### config.mk
export PLATFORM = sky130hd
export DESIGN_NAME = alu_arbiter
export DESIGN_NICKNAME = d
export VERILOG_FILES = /design/src/rtl/alu_arbiter.sv
export SDC_FILE = /design/constraint.sdc
export NUM_CORES = 1
export LEC_CHECK = 0
export CAP_MARGIN = 20
export CELL_PAD_IN_SITES_DETAIL_PLACEMENT = 0
export CELL_PAD_IN_SITES_GLOBAL_PLACEMENT = 1
export CORE_MARGIN = 3
export CORE_UTILIZATION = 25
export DETAILED_ROUTE_END_ITERATION = 8
export PLACE_DENSITY_LB_ADDON = 0.08
export SLEW_MARGIN = 20
export SYNTH_ARGS = -nofsm -noshare
export SYNTH_HDL_FRONTEND = slang
export SYNTH_SLANG_ARGS = --single-unit
export TNS_END_PERCENT = 100
### constraint.sdc
create_clock -name clk -period 3.32 [get_ports clk]
set_input_delay 0.996 -clock clk [delete_from_list [all_inputs] [get_ports clk]]
set_output_delay 0.996 -clock clk [all_outputs]
set_load 0.05 [all_outputs]
### src/rtl/alu_arbiter.sv
// alu_arbiter: arbitrates two requesters onto one shared, external,
// combinational ALU and returns each result through a valid/ready response.
//
// Ports
//   clk, rst                   clock; asynchronous active-high reset
//   reqN_valid/ready           request handshake for requester N (ready is combinational)
//   reqN_a, reqN_b, reqN_op    operands and 3-bit opcode of requester N
//   alu_a, alu_b, alu_op       registered operands/opcode driven to the shared ALU
//   alu_out                    combinational result from the shared ALU
//   resp_valid/ready           response handshake
//   resp_data, resp_id         result and the requester it belongs to
//   resp_err                   opcode 111 was rejected
//   busy                       FSM is not IDLE
//
// Build option: ALU_ARB_ROUND_ROBIN_EN selects round-robin arbitration.
// Without it, requester 0 wins every simultaneous request.
module alu_arbiter #(
  parameter int unsigned WIDTH = 8
) (
  input  logic             clk,
  input  logic             rst,
  input  logic             req0_valid,
  output logic             req0_ready,
  input  logic [WIDTH-1:0] req0_a,
  input  logic [WIDTH-1:0] req0_b,
  input  logic [2:0]       req0_op,
  input  logic             req1_valid,
  output logic             req1_ready,
  input  logic [WIDTH-1:0] req1_a,
  input  logic [WIDTH-1:0] req1_b,
  input  logic [2:0]       req1_op,
  output logic [WIDTH-1:0] alu_a,
  output logic [WIDTH-1:0] alu_b,
  output logic [2:0]       alu_op,
  input  logic [WIDTH-1:0] alu_out,
  output logic             resp_valid,
  input  logic             resp_ready,
  output logic [WIDTH-1:0] resp_data,
  output logic             resp_id,
  output logic             resp_err,
  output logic             busy
);

  localparam logic [1:0] IDLE = 2'd0;
  localparam logic [1:0] EXEC = 2'd1;
  localparam logic [1:0] RESP = 2'd2;

  localparam logic [2:0] OP_ILLEGAL = 3'b111;

  logic [1:0]       state_q, state_d;
  logic [WIDTH-1:0] alu_a_q, alu_a_d;
  logic [WIDTH-1:0] alu_b_q, alu_b_d;
  logic [2:0]       alu_op_q, alu_op_d;
  logic [WIDTH-1:0] resp_data_q, resp_data_d;
  logic             resp_id_q, resp_id_d;
  logic             resp_err_q, resp_err_d;
  logic             resp_valid_q, busy_q;
`ifdef ALU_ARB_ROUND_ROBIN_EN
  logic             last_q, last_d;
`endif

  logic             grant0_c, grant1_c, xfer_c;
  logic [WIDTH-1:0] sel_a_c, sel_b_c;
  logic [2:0]       sel_op_c;

  // Arbitration: requester 1 wins when alone, or on a tie when 0 was served last.
  always_comb begin
`ifdef ALU_ARB_ROUND_ROBIN_EN
    grant1_c = req1_valid && (!req0_valid || !last_q);
`else
    grant1_c = req1_valid && !req0_valid;
`endif
    grant0_c   = req0_valid && !grant1_c;
    req0_ready = (state_q == IDLE) && grant0_c;
    req1_ready = (state_q == IDLE) && grant1_c;
    xfer_c     = req0_ready || req1_ready;
    sel_a_c    = grant1_c ? req1_a  : req0_a;
    sel_b_c    = grant1_c ? req1_b  : req0_b;
    sel_op_c   = grant1_c ? req1_op : req0_op;
  end

  // Next-state and datapath update.
  always_comb begin
    state_d     = state_q;
    alu_a_d     = alu_a_q;
    alu_b_d     = alu_b_q;
    alu_op_d    = alu_op_q;
    resp_data_d = resp_data_q;
    resp_id_d   = resp_id_q;
    resp_err_d  = resp_err_q;
`ifdef ALU_ARB_ROUND_ROBIN_EN
    last_d      = last_q;
`endif
    case (state_q)
      IDLE: begin
        if (xfer_c) begin
          resp_id_d = grant1_c;
`ifdef ALU_ARB_ROUND_ROBIN_EN
          last_d    = grant1_c;
`endif
          if (sel_op_c == OP_ILLEGAL) begin
            // Rejected op skips the ALU entirely; operand registers keep old values.
            resp_data_d = '0;
            resp_err_d  = 1'b1;
            state_d     = RESP;
          end else begin
            alu_a_d  = sel_a_c;
            alu_b_d  = sel_b_c;
            alu_op_d = sel_op_c;
            state_d  = EXEC;
          end
        end
      end
      EXEC: begin
        resp_data_d = alu_out;
        resp_err_d  = 1'b0;
        state_d     = RESP;
      end
      RESP: begin
        if (resp_ready) begin
          state_d = IDLE;
        end
      end
      default: state_d = IDLE;
    endcase
  end

  // State and output registers.
  always_ff @(posedge clk or posedge rst) begin
    if (rst) begin
      state_q      <= IDLE;
      alu_a_q      <= '0;
      alu_b_q      <= '0;
      alu_op_q     <= 3'b000;
      resp_data_q  <= '0;
      resp_id_q    <= 1'b0;
      resp_err_q   <= 1'b0;
      resp_valid_q <= 1'b0;
      busy_q       <= 1'b0;
`ifdef ALU_ARB_ROUND_ROBIN_EN
      last_q       <= 1'b1;
`endif
    end else begin
      state_q      <= state_d;
      alu_a_q      <= alu_a_d;
      alu_b_q      <= alu_b_d;
      alu_op_q     <= alu_op_d;
      resp_data_q  <= resp_data_d;
      resp_id_q    <= resp_id_d;
      resp_err_q   <= resp_err_d;
      resp_valid_q <= (state_d == RESP);
      busy_q       <= (state_d != IDLE);
`ifdef ALU_ARB_ROUND_ROBIN_EN
      last_q       <= last_d;
`endif
    end
  end

  assign alu_a      = alu_a_q;
  assign alu_b      = alu_b_q;
  assign alu_op     = alu_op_q;
  assign resp_data  = resp_data_q;
  assign resp_id    = resp_id_q;
  assign resp_err   = resp_err_q;
  assign resp_valid = resp_valid_q;
  assign busy       = busy_q;

endmodule
Word-level counts from Yosys, hierarchy flattened
Index checks and enable logic that the tools add are counted.

Register bits after elaboration: 33. Input bits: 51. Output and inout bits: 33. Logic and storage cells: 42.

Equal/unequal tests: 6. Mux-type cells: 13. Bitwise operators: 1. Reduce and logical (&&, ||, !) cells: 13.

Operator list (number): 8-bit 2-to-1 mux (4); 8-bit case mux with 2 select lines (1); 2-bit 2-to-1 mux (3); 2-bit case mux with 3 select lines (1); 3-bit AND reduction (2); 2-bit equality test (second input constant) (2); 1-bit logical AND (4); 2-bit nonzero test (2); 3-bit equality test (second input constant) (1); 3-bit 2-to-1 mux (1); 2-bit by 1-bit equality test with 1-bit output (second input constant) (1); 1-bit logical NOT (2); 2-bit logical NOT (1); 1-bit 2-to-1 mux (2); 2-bit by 1-bit inequality test with 1-bit output (second input constant) (1); 2-bit inequality test (second input constant) (1); 1-bit case mux with 2 select lines (1); 2-bit AND reduction (1); 1-bit logical OR (1); 1-bit NOT (1).

Logic depth before layout (Yosys ltp)
Gate-level depths: netlist (run 1).

Depth in word-level cells: 9. Depth in mapped cells: 6. Depth with buffers taken out: 4.

Worst setup path after synthesis (run 1)
OpenSTA, ideal clock, no wires.

Path kind: input -> output. From: in req0_valid. To: out req1_ready. Arrival time: 2.605 ns. Data required time: 2.324 ns. Path slack: -0.281 ns. Stages on the path: 4. Buffers on the path: 2. Path through: nand2b_4 > buf_2 > buf_2 > nor3_1.

Word-level cells in the longest chain between the ends: 3.

RTL lines: from (decl) (line 22) `input logic req0_valid,`; 1-bit logical NOT (line 71) `grant1_c = req1_valid && !req0_valid;`; 1-bit logical AND (line 71); 1-bit logical AND (line 75) `req1_ready = (state_q == IDLE) && grant1_c;`; to (decl) (line 28) `output logic req1_ready,`.

Every way passes these cells.

Final worst setup path (run 1)
From: in req1_valid. To: out req1_ready.

Word-level cells in the longest chain between the ends: 2.

RTL lines: from (decl) (line 27) `input logic req1_valid,`; 1-bit logical AND (line 71); 1-bit logical AND (line 75).

Every way passes these cells.

==> impl_metrics.json, run 1 <==
{
  "rsz0062_at_grt": "no",
  "die_w_um": 84.7,
  "max_slew.worst_pin.slew_ps": 626,
  "synth_compound_area_share_pct": 7.03,
  "drv_slew": 0,
  "drive_gt1_share_pct": 22.2,
  "fp.coreArea_um2": 5960,
  "hold_viol_final": 0,
  "clk_transition_reported_paths_ps": 70,
  "power_density_nw_per_um2": 1040,
  "rows": 28,
  "hold_path.class": "reg -> reg",
  "period_share_pct": 92.6,
  "start_util_pct": 26.0,
  "holdBufCountCts": 0,
  "irDropWorstVdd_v": 0.000409,
  "grt.overflow.total": 0,
  "synth_cells": 124,
  "crit_required_ps": 2320,
  "antenna_found_initial": 0,
  "grt_max_degree": 20,
  "portBuffers": 83,
  "drt_iter0_drc": 43,
  "place_congestion": 0.706,
  "synth_common_cells": "dfrtp_1, mux2_2, nand2_1, o21ai_0, mux2_4",
  "clk_latency_ps": 280,
  "yosysSeqAreaShare_pct": 53.4,
  "die_area_um2": 7170,
  "synth_top_family_by_area": "multiplexers",
  "cts_tree": "built",
  "fill_cells": 575,
  "whs_ps": 485,
  "slew_headroom_pct": 58.2,
  "drc": 0,
  "synth_fp_nets": 175,
  "synth_top_cell_by_area": "dfrtp_1",
  "clock_sinks": 33,
  "via_per_inst": 4.31,
  "place_ws_ps": -79.2,
  "worst_setup_path_start_kind": "input port",
  "worstPathArrival_ps": 2080,
  "syn-cell-area_um2": 1550,
  "nets": 262,
  "synthAdderAreaFrac_pct": 0,
  "p_leak_uw": 0.00111,
  "synth.area.top_cells": "dfrtp_1, mux2_2, mux2_4",
  "async_flop_share_pct": 100,
  "clock_path_buffers": 2,
  "io_pins": 84,
  "cts_buffers": 5,
  "vias": 1238,
  "grt_pass1_wl_mm": 6.62,
  "yosysMostFrequentCell": "dfrtp_1",
  "crit_fanout": 4,
  "ys_warn_count": 0,
  "max_freq_mhz": 325,
  "ys_ff_latch": 33,
  "finalWorstSetupSlack_ps": 247,
  "grtUsageTotal_pct": 11.7,
  "yosys.area_share.simple_pct": 9.14,
  "fin_util_pct": 43.8,
  "die_y_um": 84.7,
  "status": "complete, no violations",
  "num_antenna_cells": 0,
  "syn2layout_area_growth_pct": 68.4,
  "min_from": "resp_id",
  "synth_edf_count": 0,
  "cap_violations": 0,
  "synth_ff_type": "dfrtp_1",
  "muxShareOfSynthArea_pct": 26.9,
  "finClkSkew_ps": 2.63,
  "grt_pass1_vias": 1297,
  "startpoint": "req1_valid",
  "setup_viol": 0,
  "dpl.hpwl_mm": 3.09,
  "synth_top_area_share_pct": 53.4,
  "synth_xor_area_share_pct": 0,
  "cts-root-buf": "clkbuf_8",
  "fin_crit_ps": 3070,
  "cts_resized": 0,
  "htree_levels": 2,
  "drtPass1Iterations": 4,
  "wl_per_cell_um": 13.8,
  "endpoint_kind": "output port",
  "critical_path_class": "in -> out",
  "ys_types": 24,
  "regToRegStartpoint": "state_q[0]",
  "syn_area_per_cell_um2": 12.5,
  "post_cts_buffers": 0,
  "wl_mm": 3.95,
  "antenna_left": 0
}
[metrics by stage]
step                      power (µW)  area (µm²)  instances  setup TNS (ps)
after floorplan                 1790        1550        124               0
after global placement          2340        2480        278               0
after detailed placement        2360        2480        278            -364
after CTS                       2760        2600        286               0
after global routing            2860        2610        287               0
final                           2720        2610        287               0
[cells in the final DEF (no fill, tap or decap), drive strengths merged, types with 3 or more instances in the layout]
cell	netlist	layout
clkbuf	2	7
dfrtp	33	33
buf	5	6
o21ai	9	9
o21a	3	3
nand2b	4	4
clkdlybuf4s50	0	81
nand2	18	18
mux2	32	32
mux2i	3	3
[logic make-up after synthesis]
| family | Yosys count |
|---|---|
| mux | 35 |
| flops | 33 |
| simple gates | 29 |
| compound gates | 18 |
| buf+inv | 9 |
[final timing paths]
check | endpoint | slack (ps) | depth (start not counted)
setup / recovery | req1_ready | 250 | 4
hold / removal | resp_id | 480 | 1
setup reg to reg | alu_a[0] | 1630 | 5
hold reg to reg | resp_id | 480 | 1
max in group asynchronous | resp_id | 1560 | 3
min in group asynchronous | alu_a[4] | 1070 | 2
[per-layer routing]
metal	global-route usage (%)	part of all wire, %
met1	14.2	41
met2	19.2	50
met3	4.32	7.6
met4	3.88	1.4
met5	0	0
[critical path, stage by stage]
cell and delay [ps]:
clkdlybuf4s50_1 580, nand2b_4 90, nor3_2 230, buf_12 180
[report_power, final]
part / switching, µW / total, µW / internal, µW
clock network: 143 / 388 / 245
logic: 983 / 1610 / 630
registers: 113 / 717 / 604
total: 1240 / 2720 / 1480
[sequential cells by signal, summed over array words and instances, names as in the netlist]
register / cells
resp_id: 1
resp_err: 1
busy: 1
alu_a: 8
state_q: 2
resp_data: 8
alu_b: 8
resp_valid: 1
alu_op: 3
[layout make-up]
cell class                      count  area [µm²]  share of cell area [%]
Clock buffer                        7        86.3                    3.31
Clock inverter                      1        30.0                    1.15
Inverter                            2        7.51                   0.288
Multi-Input combinational cell     82         672                    25.8
Sequential cell                    33         826                    31.7
Tap cell                           75        93.8                    3.60
Timing Repair Buffer               87         891                    34.2
Power figures use the tool's default switching activity.
==> inputs of run 2 (changes only) <==
--- a/config.mk
+++ b/config.mk
@@ -5,7 +5,6 @@
 export SDC_FILE = /design/constraint.sdc
 export NUM_CORES = 1
 export LEC_CHECK = 0
-export CAP_MARGIN = 20
 export CELL_PAD_IN_SITES_DETAIL_PLACEMENT = 0
 export CELL_PAD_IN_SITES_GLOBAL_PLACEMENT = 1
 export CORE_MARGIN = 3
==> run 2 against run 1 <==
Critical path depth is the same; via count is the same; total power is essentially flat; clock power is essentially flat; hold slack is essentially flat; sequential power is essentially flat; final area is the same; largest power group unchanged; non-clock buffer count shrank 1; die area is the same; setup slack is essentially flat; flip-flop and latch count is the same.
==> impl_metrics.json, run 2 (synthesis results as in run 1) <==
{
  "status": "complete, no violations",
  "path_buf_inv": 2,
  "cap_violations": 0,
  "via_per_inst": 4.33,
  "drt_iter0_drc": 31,
  "die_area_um2": 7170,
  "crit_fanout": 4,
  "dpl.hpwl_mm": 3.09,
  "cts_resized": 0,
  "path_cells": "clkdlybuf4s50_1 > nand2b_4 > nor3_2 > buf_12",
  "fin_crit_ps": 3070,
  "multi_input_area_um2": 677,
  "slowest_delay_ps": 580,
  "hold_viol_final": 0,
  "period_share_pct": 92.6,
  "cts-root-buf": "clkbuf_8",
  "drc": 0,
  "die_w_um": 84.7,
  "irDropWorstVdd_v": 0.000409,
  "clk_latency_ps": 280,
  "holdBufCountCts": 0,
  "dr_wl_met3_um": 282,
  "htree_levels": 2,
  "slew_headroom_pct": 57.7,
  "p_leak_uw": 0.00110,
  "max_freq_mhz": 325,
  "antenna_found_initial": 0,
  "vias": 1238,
  "grt_pass1_vias": 1297,
  "cts_buffers": 5,
  "portBuffers": 83,
  "rsz0062_at_grt": "no",
  "fp.coreArea_um2": 5960,
  "clock_sinks": 33,
  "critical_path_class": "in -> out",
  "start_util_pct": 26.0,
  "mostFrequentLayoutCells": "clkdlybuf4s50_1, dfrtp_1, mux2_2, nand2_1, o21ai_0",
  "fill_cells": 576,
  "drive_gt1_share_pct": 22.3,
  "whs_ps": 485,
  "grtUsageTotal_pct": 11.7,
  "grt_pass1_wl_mm": 6.62,
  "clk_transition_reported_paths_ps": 70,
  "wl_mm": 3.94,
  "post_cts_buffers": 0,
  "drv_slew": 0,
  "syn2layout_area_growth_pct": 68.4,
  "wl_met1_mm": 1.65,
  "regArea_um2": 826,
  "highest_layer": "met4",
  "num_antenna_cells": 0,
  "grt.overflow.total": 0,
  "finalWorstSetupSlack_ps": 247,
  "rows": 28,
  "finalSetupTns_ps": 0,
  "final_common_cell": "clkdlybuf4s50_1",
  "drtPass1Iterations": 4,
  "grt_max_degree": 20,
  "critPathTopFamily": "buffers and inverters",
  "clock_path_buffers": 2,
  "total_power_uw": 2720,
  "wl_per_cell_um": 13.8,
  "worstPathArrival_ps": 2080,
  "met2WireLength_mm": 1.96,
  "nets": 261,
  "max_slew.worst_pin.slew_ps": 634,
  "endpoint_kind": "output port",
  "power_density_nw_per_um2": 1040,
  "crit_required_ps": 2320,
  "cts_tree": "built",
  "die_y_um": 84.7,
  "cp_slowest_cell": "clkdlybuf4s50_1",
  "place_congestion": 0.706,
  "worst_setup_path_start_kind": "input port",
  "setup_viol": 0,
  "finClkSkew_ps": 1.42,
  "antenna_left": 0,
  "io_pins": 84,
  "place_ws_ps": -79.2,
  "hold_path.class": "reg -> reg"
}
==> run 2: cell types whose count changed in the layout (fill, tap and decap cells not counted) <==
cell | previous run | this run
nor3_1 | 1 | 0
buf_2 | 1 | 0
nor3_2 | 1 | 2
==> run 2: path summary, 6_finish.rpt <==
| kind | from | end | slack (ps) | cells after the start |
|---|---|---|---|---|
| max in group asynchronous | rst | resp_id | 1570 | 3 |
| max reg2reg | state_q[0] | alu_a[0] | 1630 | 5 |
| min | resp_id | resp_id | 480 | 1 |
| min reg2reg | resp_id | resp_id | 480 | 1 |
| min in group asynchronous | rst | alu_a[4] | 1080 | 2 |
| max | req1_valid | req1_ready | 250 | 4 |
==> run 2: worst reg2reg max path: stages, from the launching register on <==
cell     delay [ps]
dfrtp_1         420
nor2_1          190
o21a_1          240
o21a_1          200
buf_12          180
mux2_2          350
==> run 2: layout make-up <==
type | count | share of cell area, %
Tap cell | 75 | 3.60
Clock buffer | 7 | 3.31
Inverter | 2 | 0.288
Sequential cell | 33 | 31.7
Timing Repair Buffer | 86 | 34.0
Multi-Input combinational cell | 82 | 26.0
Clock inverter | 1 | 1.15
==> run 2: stage by stage <==
stage                     instances  util [%]  area [µm²]
final                           286      43.8        2610
after global routing            286      43.8        2610
after CTS                       286      43.7        2600
after detailed placement        278      41.7        2480
after global placement          278      41.7        2480
after floorplan                 124         -        1550
==> run 2: power breakdown <==
part / internal [µW] / switching [µW]
Clock: 245 / 141
Sequential: 604 / 112
Combinational: 630 / 985
Total: 1480 / 1240
==> run 2: per-layer routing <==
metal | vias to the layer above | track usage [%]
met4 | 0 | 3.88
li1 | 599 | -
met5 | - | 0
met2 | 45 | 19.2
met3 | 5 | 4.32
met1 | 589 | 14.2
